File: src/rtl/pc_next_mux_if.sv
// pc_next_mux_if: next-PC selection bus between branch control, the PC mux and fetch.
//   pc_plus4, branch_target : candidate next addresses (WIDTH bits)
//   sel                     : 1 picks branch_target, otherwise pc_plus4
//   stall                   : 1 freezes the architectural PC
//   pc_next                 : combinational selected address
//   pc                      : registered architectural PC
//   misaligned              : branch-target alignment fault flag
interface pc_next_mux_if #(
    parameter int WIDTH = 32
);
    logic [WIDTH-1:0] pc_plus4;
    logic [WIDTH-1:0] branch_target;
    logic             sel;
    logic             stall;
    logic [WIDTH-1:0] pc_next;
    logic [WIDTH-1:0] pc;
    logic             misaligned;

    modport master (
        output pc_plus4, branch_target, sel, stall,
        input  pc_next, pc, misaligned
    );

    modport slave (
        input  pc_plus4, branch_target, sel, stall,
        output pc_next, pc, misaligned
    );
endinterface

File: src/rtl/pc_next_mux.sv
// pc_next_mux: next-PC selector and architectural PC register.
//   clk   : rising-edge clock
//   rst_n : asynchronous active-low reset, loads RESET_VECTOR into pc
//   bus   : pc_next_mux_if slave (pc_plus4, branch_target, sel, stall in;
//           pc_next, pc, misaligned out)
// Optional macro PC_MUX_ALIGN_CHECK_EN: flags taken targets with nonzero
// low bits on misaligned and blocks the PC update while flagged.
module pc_next_mux #(
    parameter int               WIDTH        = 32,
    parameter logic [WIDTH-1:0] RESET_VECTOR = '0
) (
    input  logic          clk,
    input  logic          rst_n,
    pc_next_mux_if.slave  bus
);
    logic load;

    // if/else rather than ?: so an unknown sel falls back to pc_plus4
    always_comb begin
        if (bus.sel == 1'b1)
            bus.pc_next = bus.branch_target;
        else
            bus.pc_next = bus.pc_plus4;
    end

`ifdef PC_MUX_ALIGN_CHECK_EN
    always_comb begin
        if (bus.sel == 1'b1)
            bus.misaligned = bus.branch_target[1:0] != 2'b00;
        else
            bus.misaligned = 1'b0;
    end
    // a misaligned target behaves like a stall
    assign load = !bus.stall && !bus.misaligned;
`else
    assign bus.misaligned = 1'b0;
    assign load = !bus.stall;
`endif

    always_ff @(posedge clk or negedge rst_n) begin
        if (!rst_n)
            bus.pc <= RESET_VECTOR;
        else if (load)
            bus.pc <= bus.pc_next;
    end
endmodule

File: src/flat_wrapper.sv
// flat-port wrapper written by rule: the top's interface ports become plain ports
module pc_next_mux_flat 
#(
    parameter int               WIDTH        = 32,
    parameter logic [WIDTH-1:0] RESET_VECTOR = '0
)
  (clk, rst_n, bus_pc_plus4, bus_branch_target, bus_sel, bus_stall, bus_pc_next, bus_pc, bus_misaligned);
  pc_next_mux_if #(.WIDTH(WIDTH)) bus_i ();
  input  logic clk;
  input  logic rst_n;
  input wire logic [$bits(bus_i.pc_plus4)-1:0] bus_pc_plus4;
  input wire logic [$bits(bus_i.branch_target)-1:0] bus_branch_target;
  input wire logic [$bits(bus_i.sel)-1:0] bus_sel;
  input wire logic [$bits(bus_i.stall)-1:0] bus_stall;
  output wire logic [$bits(bus_i.pc_next)-1:0] bus_pc_next;
  output wire logic [$bits(bus_i.pc)-1:0] bus_pc;
  output wire logic [$bits(bus_i.misaligned)-1:0] bus_misaligned;
  assign bus_i.pc_plus4 = bus_pc_plus4;
  assign bus_i.branch_target = bus_branch_target;
  assign bus_i.sel = bus_sel;
  assign bus_i.stall = bus_stall;
  assign bus_pc_next = bus_i.pc_next;
  assign bus_pc = bus_i.pc;
  assign bus_misaligned = bus_i.misaligned;
  pc_next_mux #(.WIDTH(WIDTH), .RESET_VECTOR(RESET_VECTOR)) u_core (.clk(clk), .rst_n(rst_n), .bus(bus_i));
endmodule
File: config.mk
export PLATFORM = sky130hd
export DESIGN_NAME = pc_next_mux_flat
export DESIGN_NICKNAME = d
export VERILOG_FILES = /design/src/rtl/pc_next_mux_if.sv /design/src/rtl/pc_next_mux.sv /design/src/flat_wrapper.sv
export SDC_FILE = /design/constraint.sdc
export NUM_CORES = 1
export LEC_CHECK = 0
export ABC_AREA = 1
export ABC_CLOCK_PERIOD_IN_PS = 800
export CAP_MARGIN = 30
export CORE_MARGIN = 3
export CORE_UTILIZATION = 36
export CTS_CLUSTER_DIAMETER = 100
export CTS_CLUSTER_SIZE = 20
export DETAILED_ROUTE_END_ITERATION = 8
export PLACE_DENSITY = 0.92
export SKIP_LAST_GASP = 1
export SYNTH_ARGS = -nofsm -noshare
export SYNTH_HDL_FRONTEND = slang
export SYNTH_SLANG_ARGS = --single-unit
export TNS_END_PERCENT = 5
File: constraint.sdc
create_clock -name clk -period 0.8 [get_ports clk]
set_input_delay 0.16 -clock clk [delete_from_list [all_inputs] [get_ports clk]]
set_output_delay 0.16 -clock clk [all_outputs]
set_load 0.02 [all_outputs]
==> impl_results.md, run 1 <==
- Status: finished with violations
- Failing checks: negative setup slack
- F_max: 0.9640 GHz
- Biggest register: u_core.bus.pc
- Final Util: 0.8958
- Router iterations before antenna repair: 5
- Crit path kind: in2out
- Worst Hold Path Cells: 5
- Die Wd: 80.78 um
- Fill cells: 245
- Crit-path max FO: 2
- Critical Path Start Type: input pin
- Reg2reg start: u_core.bus.pc[22]
- Clock sink total: 32
- Req. time, crit path: 640 ps
- Worst EP arrival: 880 ps
- Clk buf depth: 2
- Clock Skew: 0 ps
- Syn_nets: 374
- Slew Viols, Final: 0
- HP Class: in2reg
- Total track usage: 0.3227
- Max reg flops: 32
- Top cell type's share of synthesized area: 0.3978
- Detail Route Antenna Nets: 0
- Clk_lat worst skew: 280 ps
- Die height: 80.78 um
- Die area: 6525 um^2
- Detailed Route WL: 11,180 um
- Ranking of synthesized cells by area: dfrtp_1 (40%), nand2_1 (24%), inv_1 (12%)
- Via density: 4.966
- CP Capture Type: output port
- CORE AREA: 5270 um^2
- Antenna violations before repair: 0
- FF-to-FF path depth: 3
- Vias in the first global route: 3,362
- Top flop regs: u_core.bus.pc (32)
- HPWL Detailed: 5302 um
- Initial Util: 0.3820
- Number of synthesized flops with an enable pin: 0
- WHS Endpoint: u_core.bus.pc[6]
- FF-to-FF End: u_core.bus.pc[22]
- Final setup violation count: 81
- Area delta synth->final: 134.5%
- P_leak: 2.798 nW
- Netlist cell types: 11
- Most frequent cell after synthesis: nand2_1
- Largest net degree at the start of global routing: 23
- Syn Inst Count: 306
- Port Buffers: 131
- Post-Syn Area: 2013 um^2
- Hold_buf cts: 0
- DRC Markers: 0
- Fin. Hold Viols: 0
- PnR worst setup slack: -237.3 ps
- Post-detailed-route wirelength per cell: 17.39 um
- Layout Nets: 639
- Area occupied by multi-input gates: 1040 um^2
- Fin Setup TNS: -14,520 ps
- IO Count: 133
- Root Driver: clkbuf_8
- Seq cells post-synth: 32
- Share of synthesized registers carrying an async set or reset: 1.000
- R2R Setup Slk: -30 ps
- Hold Startpoint: bus_pc_plus4[6]
- RSZ-0062 raised after global routing: yes
- CP cell instances: dlygate4sd2_1, inv_1, nand2_1, and2_4, buf_6
- Row Count: 26
- PwrDens: 1271 nW/um^2
- Vias: 3,193
- Register Area: 800.8 um^2
- CTS tree: yes
- Global-route wire length before repair: 16,030 um
- Commonest cells in the netlist: nand2_1 (128), inv_1 (64), and2_1 (32), dfrtp_1 (32), nand3_1 (32)
- Syn_area_per_cell: 6.579 um^2
- Num CTS Buffers: 5
- Grt ovf: 0
- Min cycle time layout: 1037 ps
- Max stage delay cell, worst path: dlygate4sd2_1
- Max_cap viols: 0
- YS warnings: 0
- Peak VDD IR: 1089 uV
- Sequential area share after synthesis: 0.3978
- Clk slew on worst S/H paths: 70 ps
- Largest area contributor in the netlist: dfrtp_1
- Slowest stage delay, CP: 240 ps
- Initial DRC count: 201
- Final GP Congestion: 0.7842
- CTS HTree Levels: 2
- Tcrit/Tclk final: 1.297
- Top_reg_cell synth: dfrtp_1
- Share of cells above drive strength 1: 0.5087
critical path, delay by kind of cell:
family / cells / cell delay, ps
buf+inv: 3 / 450
simple gates: 2 / 260
per-layer routing:
layer	vias up	global-route usage	part of all wire
li1	1410	-	-
met1	1514	0.3294	0.33
met2	204	0.5952	0.52
met3	65	0.09313	0.086
met4	0	0.1655	0.054
met5	-	0	0
how the worst max path moves through the flow:
stage / slack, ps / to / from / depth (start not counted)
after floorplan: -30 / bus_pc_next[0] / bus_sel / 4
after global placement: -1130 / bus_pc_next[20] / bus_sel / 5
after detailed placement: -1180 / bus_pc_next[9] / bus_sel / 5
after CTS: -180 / bus_pc[25] / u_core.bus.pc[25] / 1
after global routing: -300 / u_core.bus.pc[11] / bus_branch_target[11] / 9
final: -240 / bus_pc_next[30] / bus_branch_target[30] / 5
logic make-up (layout without fill, tap and decap cells):
group / after synthesis / after routing / synth area share
buf+inv: 81 / 347 / 0.1827
flops: 32 / 32 / 0.3978
other cells: 1 / 2 / 0.001863
simple gates: 192 / 192 / 0.4176
per-stage QoR:
step           std cells  total power [mW]  setup WS (ps)  hold WS (ps)  area [um^2]
2_1_floorplan        306             2.921         -26.47        -135.6         2091
3_3_place_gp         536             4.099          -1134         460.1         3765
3_5_place_dp         536             4.160          -1175         463.9         3765
4_1_cts              639             5.718         -183.8         325.9         4587
5_1_grt              642             6.264         -301.8         336.0         4718
6_report             643             6.001         -237.3         344.5         4721
power by group:
| group | switching, mW | internal, mW |
|---|---|---|
| Sequential | 0.116 | 1.79 |
| Combinational | 1.34 | 1.47 |
| Clock | 0.594 | 0.686 |
timing repair:
| item | 4_1_cts | 5_1_grt |
|---|---|---|
| pin swaps | 35 | 4 |
| gates resized for setup | 447 | 43 |
| cloned | 4 | 0 |
| endpoints found under the setup margin | 96 | 96 |
| buffers inserted | 91 | 5 |
layout make-up:
cell class / instances / share of cell area
Clock inverter: 2 / 0.002120
Inverter: 66 / 0.05592
Sequential cell: 32 / 0.1696
Multi-Input combinational cell: 193 / 0.2202
Timing Repair Buffer: 272 / 0.5121
Tap cell: 70 / 0.01855
Antenna cell: 1 / 0.0005301
Clock buffer: 6 / 0.01749
Timing Repair inverter: 1 / 0.003446
cells in the final DEF, fill, tap and decap left out, types with 2 or more instances in the layout:
| cell type | n |
|---|---|
| dfrtp_1 | 32 |
| dlygate4sd2_1 | 60 |
| clkbuf_8 | 6 |
| inv_1 | 57 |
| nand3_1 | 30 |
| buf_2 | 14 |
| nand3_2 | 2 |
| nand2_2 | 27 |
| buf_6 | 48 |
| buf_12 | 5 |
| inv_2 | 8 |
| nand2_4 | 5 |
| and2_4 | 32 |
| clkinv_2 | 2 |
| nand2_1 | 96 |
| buf_4 | 135 |
| clkdlybuf4s15_1 | 3 |
| buf_16 | 4 |
Note: power is estimated with default switching activity, not from simulation.
==> run 2, diff against run 1 <==
- PLACE_DENSITY: 0.92 -> 0.8
==> impl_results.md, run 2 (synthesis results as in run 1) <==
- Via density: 5.586
- F_max: 0.8686 GHz
- Global-route wire length before repair: 17,130 um
- Initial DRC count: 467
- PwrDens: 1277 nW/um^2
- Detail Route Antenna Nets: 0
- Post-Place Worst Slack: -1206 ps
- Final Util: 0.9672
- Max reg flops: 32
- CP Capture Type: register
- Slowest stage delay, CP: 230 ps
- Fin. Hold Viols: 0
- Clk slew on worst S/H paths: 70 ps
- IO Count: 133
- Antenna diodes: 0
- Die Wd: 80.78 um
- Placed Instances: 536
- Vias in the first global route: 3,657
- Clock sink total: 32
- Slew Viols, Final: 0
- HP Class: in2reg
- Router iterations before antenna repair: 5
- Detailed Route WL: 15,490 um
- Switching power: 2.371 mW
- Crit path kind: in2reg
- CP cell instances: dlygate4sd2_1, inv_1, nand2_1, buf_4, buf_4, buf_4, buf_4, nand3_1, nand2_1
- Int Power: 4.140 mW
- Die area: 6525 um^2
- Commonest non-fill, non-tap cells in the layout: buf_4 (155), nand2_1 (86), dlygate4sd2_1 (62)
- Post-Layout Cell Count: 666
- Vias: 3,720
- PnR worst setup slack: -351.3 ps
- Post-detailed-route wirelength per cell: 23.26 um
- Clock power frac: 0.215
- Clock Skew: 0 ps
- CTS tree: yes
- Peak VDD IR: 1035 uV
- Grt ovf: 0
- RSZ-0062 raised after global routing: yes
- Critical path launch point: bus_pc_plus4[16]
- Share of cells above drive strength 1: 0.5638
- Req. time, crit path: 970 ps
- Top flop regs: u_core.bus.pc (32)
- Final setup violation count: 87
- Final GP Congestion: 0.7337
- Max stage delay cell, worst path: dlygate4sd2_1
- Clk_lat worst skew: 280 ps
- Total track usage: 0.3498
- Port Buffers: 131
- Largest net degree at the start of global routing: 19
- Part of the power in registers: 0.298
- Kind of cell adding the most delay to the critical path: buffers and inverters
- HPWL Detailed: 5182 um
- Root Driver: clkbuf_8
- Total Power: 6.511 mW
- Comb pwr share: 0.487
- CTS HTree Levels: 2
- Max_cap viols: 0
- Min cycle time layout: 1151 ps
- Die height: 80.78 um
- Sw Share: 0.3641
- Fill cells: 103
- Tcrit/Tclk final: 1.439
- Clk buf depth: 2
- Area delta synth->final: 153.2%
- Failing checks: negative setup slack
- CORE AREA: 5270 um^2
- Hold Startpoint: bus_sel
- Biggest register: u_core.bus.pc
- Initial Util: 0.3820
- Crit-path max FO: 2
- Worst EP arrival: 1320 ps
- Num CTS Buffers: 5
- Reg2reg start: u_core.bus.pc[11]
- Cell mode on critical path: buf_4
- Antenna violations before repair: 0
- P_leak: 3.009 nW
- Critical Path Start Type: input pin
- Layout Nets: 664
- Status: finished with violations
- Row Count: 26
- Most common cell after layout, fill and taps aside: buf_4
- Buf+Inv Stages, Crit Path: 6
- DRC Markers: 0
-- run 2: routing by layer --
| layer | GRT usage | routed length [um] | up-vias |
|---|---|---|---|
| li1 | - | - | 1449 |
| met2 | 0.6672 | 7251 | 398 |
| met5 | 0 | 0 | - |
| met4 | 0.1943 | 1610 | 0 |
| met3 | 0.09534 | 1867 | 170 |
| met1 | 0.3359 | 4763 | 1703 |
-- run 2: final timing paths --
| path | slack, ps | to | cells past startpoint |
|---|---|---|---|
| min in group asynchronous | 430 | u_core.bus.pc[12] | 3 |
| max in group asynchronous | 130 | u_core.bus.pc[28] | 3 |
| worst max register to register | -130 | u_core.bus.pc[11] | 4 |
| worst min register to register | 510 | u_core.bus.pc[19] | 2 |
| worst max-delay path | -350 | u_core.bus.pc[16] | 9 |
| worst min-delay path | 360 | u_core.bus.pc[12] | 5 |
-- run 2: final cells by class --
type | count | area, um^2 | area share
timing repair buffer | 296 | 2609 | 0.5118
multi-input combinational | 193 | 1189 | 0.2332
sequential | 32 | 800.8 | 0.1571
inverter | 66 | 274.0 | 0.05376
clock buffer | 7 | 96.34 | 0.01890
tap | 70 | 87.58 | 0.01718
timing repair inverter | 2 | 41.29 | 0.008100
-- run 2: tightest hold or removal path, cell delays in order --
cell and delay (ps):
buf_16 140, clkinv_16 80, nand2_2 80, nand3_2 70, nand2_1 70
-- run 2: through the flow --
step	TNS (ps)	hold WS [ps]	area [um^2]
floorplan	-818.2	-135.6	2091
global placement	-66630	113.9	3735
detailed placement	-68890	117.7	3735
CTS	-15020	324.4	4773
global route	-18960	382.2	5097
finish	-17390	361.0	5097
-- run 2: timing repair --
action,4_1_cts,5_1_grt
resized for setup,438,89
cloned,3,4
hold buffers,1,0
pin swaps,38,32
endpoints found under the setup margin,96,96
hold endpoints to repair,32,0
setup buffers,123,1
-- run 2: power groups by stage --
stage | clock, mW | sequential, mW | combinational, mW
after floorplan | 0 | 2.12 | 0.798
after global placement | 0 | 1.90 | 2.19
after detailed placement | 0 | 1.91 | 2.23
after CTS | 1.33 | 1.89 | 2.65
after global routing | 1.44 | 1.94 | 3.28
final | 1.40 | 1.94 | 3.17
==> run 3, diff against run 2 <==
- CORE_MARGIN: 3 -> 2
==> impl_results.md, run 3 (synthesis results as in run 1) <==
- Vias: 2,977
- Die height: 78.78 um
- Post-detailed-route wirelength per cell: 14.89 um
- R2R Setup Slk: 10 ps
- Vias in the first global route: 3,035
- Die area: 6206 um^2
- Detail Route Antenna Nets: 0
- Area occupied by multi-input gates: 1037 um^2
- Peak VDD IR: 1180 uV
- Top flop regs: u_core.bus.pc (32)
- HPWL Detailed: 4726 um
- Max stage delay cell, worst path: buf_16
- Kind of cell adding the most delay to the critical path: buffers and inverters
- Root Driver: clkbuf_8
- Global-route wire length before repair: 13,880 um
- Slowest stage delay, CP: 170 ps
- Critical Path Start Type: input pin
- Cell area after layout: 4619 um^2
- Area delta synth->final: 129.5%
- Buf+Inv Stages, Crit Path: 6
- Register Area: 800.8 um^2
- Total track usage: 0.2897
- Status: finished with violations
- Grt ovf: 0
- Clk slew on worst S/H paths: 70 ps
- DRC Markers: 0
- F_max: 0.9707 GHz
- Wire length on met1: 3317 um
- Biggest register: u_core.bus.pc
- Clock Skew: 0 ps
- Fill cells: 310
- Slew Viols, Final: 0
- Router iterations before antenna repair: 4
- RSZ-0062 raised after global routing: yes
- Dpl cell area: 3710 um^2
- Largest net degree at the start of global routing: 33
- Most common cell after layout, fill and taps aside: buf_4
- Final GP Congestion: 0.7808
- Final setup violation count: 82
- FF-to-FF path depth: 3
- Tcrit/Tclk final: 1.288
- Clock sink total: 32
- IO Count: 133
- Share of cells above drive strength 1: 0.4761
- Min cycle time layout: 1030 ps
- WP depth: 9
- Failing checks: negative setup slack
- Worst EP arrival: 1200 ps
- Max reg flops: 32
- Initial DRC count: 103
- Crit path kind: in2reg
- P_leak: 2.755 nW
- PnR worst setup slack: -230.2 ps
- CP endpoint: u_core.bus.pc[5]
- CTS tree: yes
- CORE AREA: 5439 um^2
- Initial Util: 0.3701
- Row Count: 27
- Die Wd: 78.78 um
- Layout Nets: 632
- FF-to-FF End: u_core.bus.pc[20]
- DR WL met2: 5126 um
- Crit-path max FO: 8
- Critical path launch point: bus_sel
- Commonest non-fill, non-tap cells in the layout: buf_4 (127), nand2_1 (106), dlygate4sd2_1 (60)
- CP Capture Type: register
- Final Util: 0.8493
- Detailed Route WL: 9499 um
- Req. time, crit path: 970 ps
- HP Class: in2async
- Num CTS Buffers: 5
- Cell mode on critical path: buf_4
- Reg2reg start: u_core.bus.pc[20]
- CP cell instances: buf_16, buf_16, nand2_2, buf_4, buf_4, buf_4, buf_4, nand3_1, nand2_1
- Max_cap viols: 0
- Port Buffers: 131
- Clk buf depth: 2
- Met3 wire len: 667 um
- Antenna violations before repair: 1
- Clk_lat worst skew: 280 ps
- Via density: 4.666
- DR top layer: met4
- Hold_buf cts: 0
- CTS HTree Levels: 2
- Fin. Hold Viols: 0
- PwrDens: 1258 nW/um^2
[run 3: cell types whose count changed in the layout (fill, tap and decap cells not counted), sizes merged]
| cell | previous run | this run |
|---|---|---|
| dlygate4sd2 | 62 | 60 |
| dlygate4sd3 | 1 | 0 |
| bufinv | 0 | 1 |
| clkbuf | 12 | 9 |
| inv | 66 | 67 |
| clkinv | 2 | 0 |
| clkdlybuf4s50 | 0 | 1 |
| buf | 227 | 197 |
| diode | 0 | 1 |
| clkdlybuf4s15 | 0 | 4 |
[run 3: report_power, final]
group | internal, mW | switching [mW]
clock network | 0.701 | 0.564
registers | 1.79 | 0.111
logic | 1.39 | 1.25
total | 3.88 | 1.93
[run 3: final cells by class]
cell class	instances	share of cell area
timing repair inverter	2	0.005417
sequential	32	0.1733
clock buffer	8	0.01950
inverter	66	0.06284
multi-input combinational	193	0.2245
antenna	1	0.0005417
tap	72	0.01950
timing repair buffer	264	0.4943
[run 3: how the worst min path moves through the flow]
stage | startpoint | endpoint | cells after the start
6_report | rst_n | u_core.bus.pc[22] | 2
5_1_grt | rst_n | u_core.bus.pc[22] | 2
4_1_cts | rst_n | u_core.bus.pc[25] | 2
3_5_place_dp | u_core.bus.pc[26] | u_core.bus.pc[26] | 2
3_3_place_gp | u_core.bus.pc[10] | u_core.bus.pc[10] | 2
2_1_floorplan | rst_n | u_core.bus.pc[0] | 0
[run 3: worst reg2reg max path, cell delays in order, from the launching register on]
cell and delay, ps:
dfrtp_1 400, buf_4 150, nand2_1 60, nand2_1 60
[run 3: metrics by stage]
step / cells / hold WS, ps / setup slack, ps / TNS, ps / power [mW]
after floorplan: 306 / -135.6 / -26.47 / -818.2 / 2.921
after global placement: 537 / 460.7 / -1119 / -64210 / 4.065
after detailed placement: 537 / 463.9 / -1183 / -67880 / 4.108
after CTS: 633 / 256.0 / -183.0 / -14850 / 5.618
after global routing: 638 / 279.0 / -250.0 / -16090 / 6.069
final: 638 / 249.7 / -230.2 / -14050 / 5.811
[run 3: what timing repair did]
action                     4_1_cts  5_1_grt
gates resized for setup        445       34
setup endpoints to repair       96       96
cloned                           3        1
setup buffers                   85        4
pin swaps                       35        6
[run 3: metal layers]
| layer | vias up | global-route usage |
|---|---|---|
| li1 | 1399 | - |
| met1 | 1388 | 0.2962 |
| met2 | 151 | 0.5521 |
| met3 | 39 | 0.06364 |
| met4 | 0 | 0.1404 |
| met5 | - | 0 |
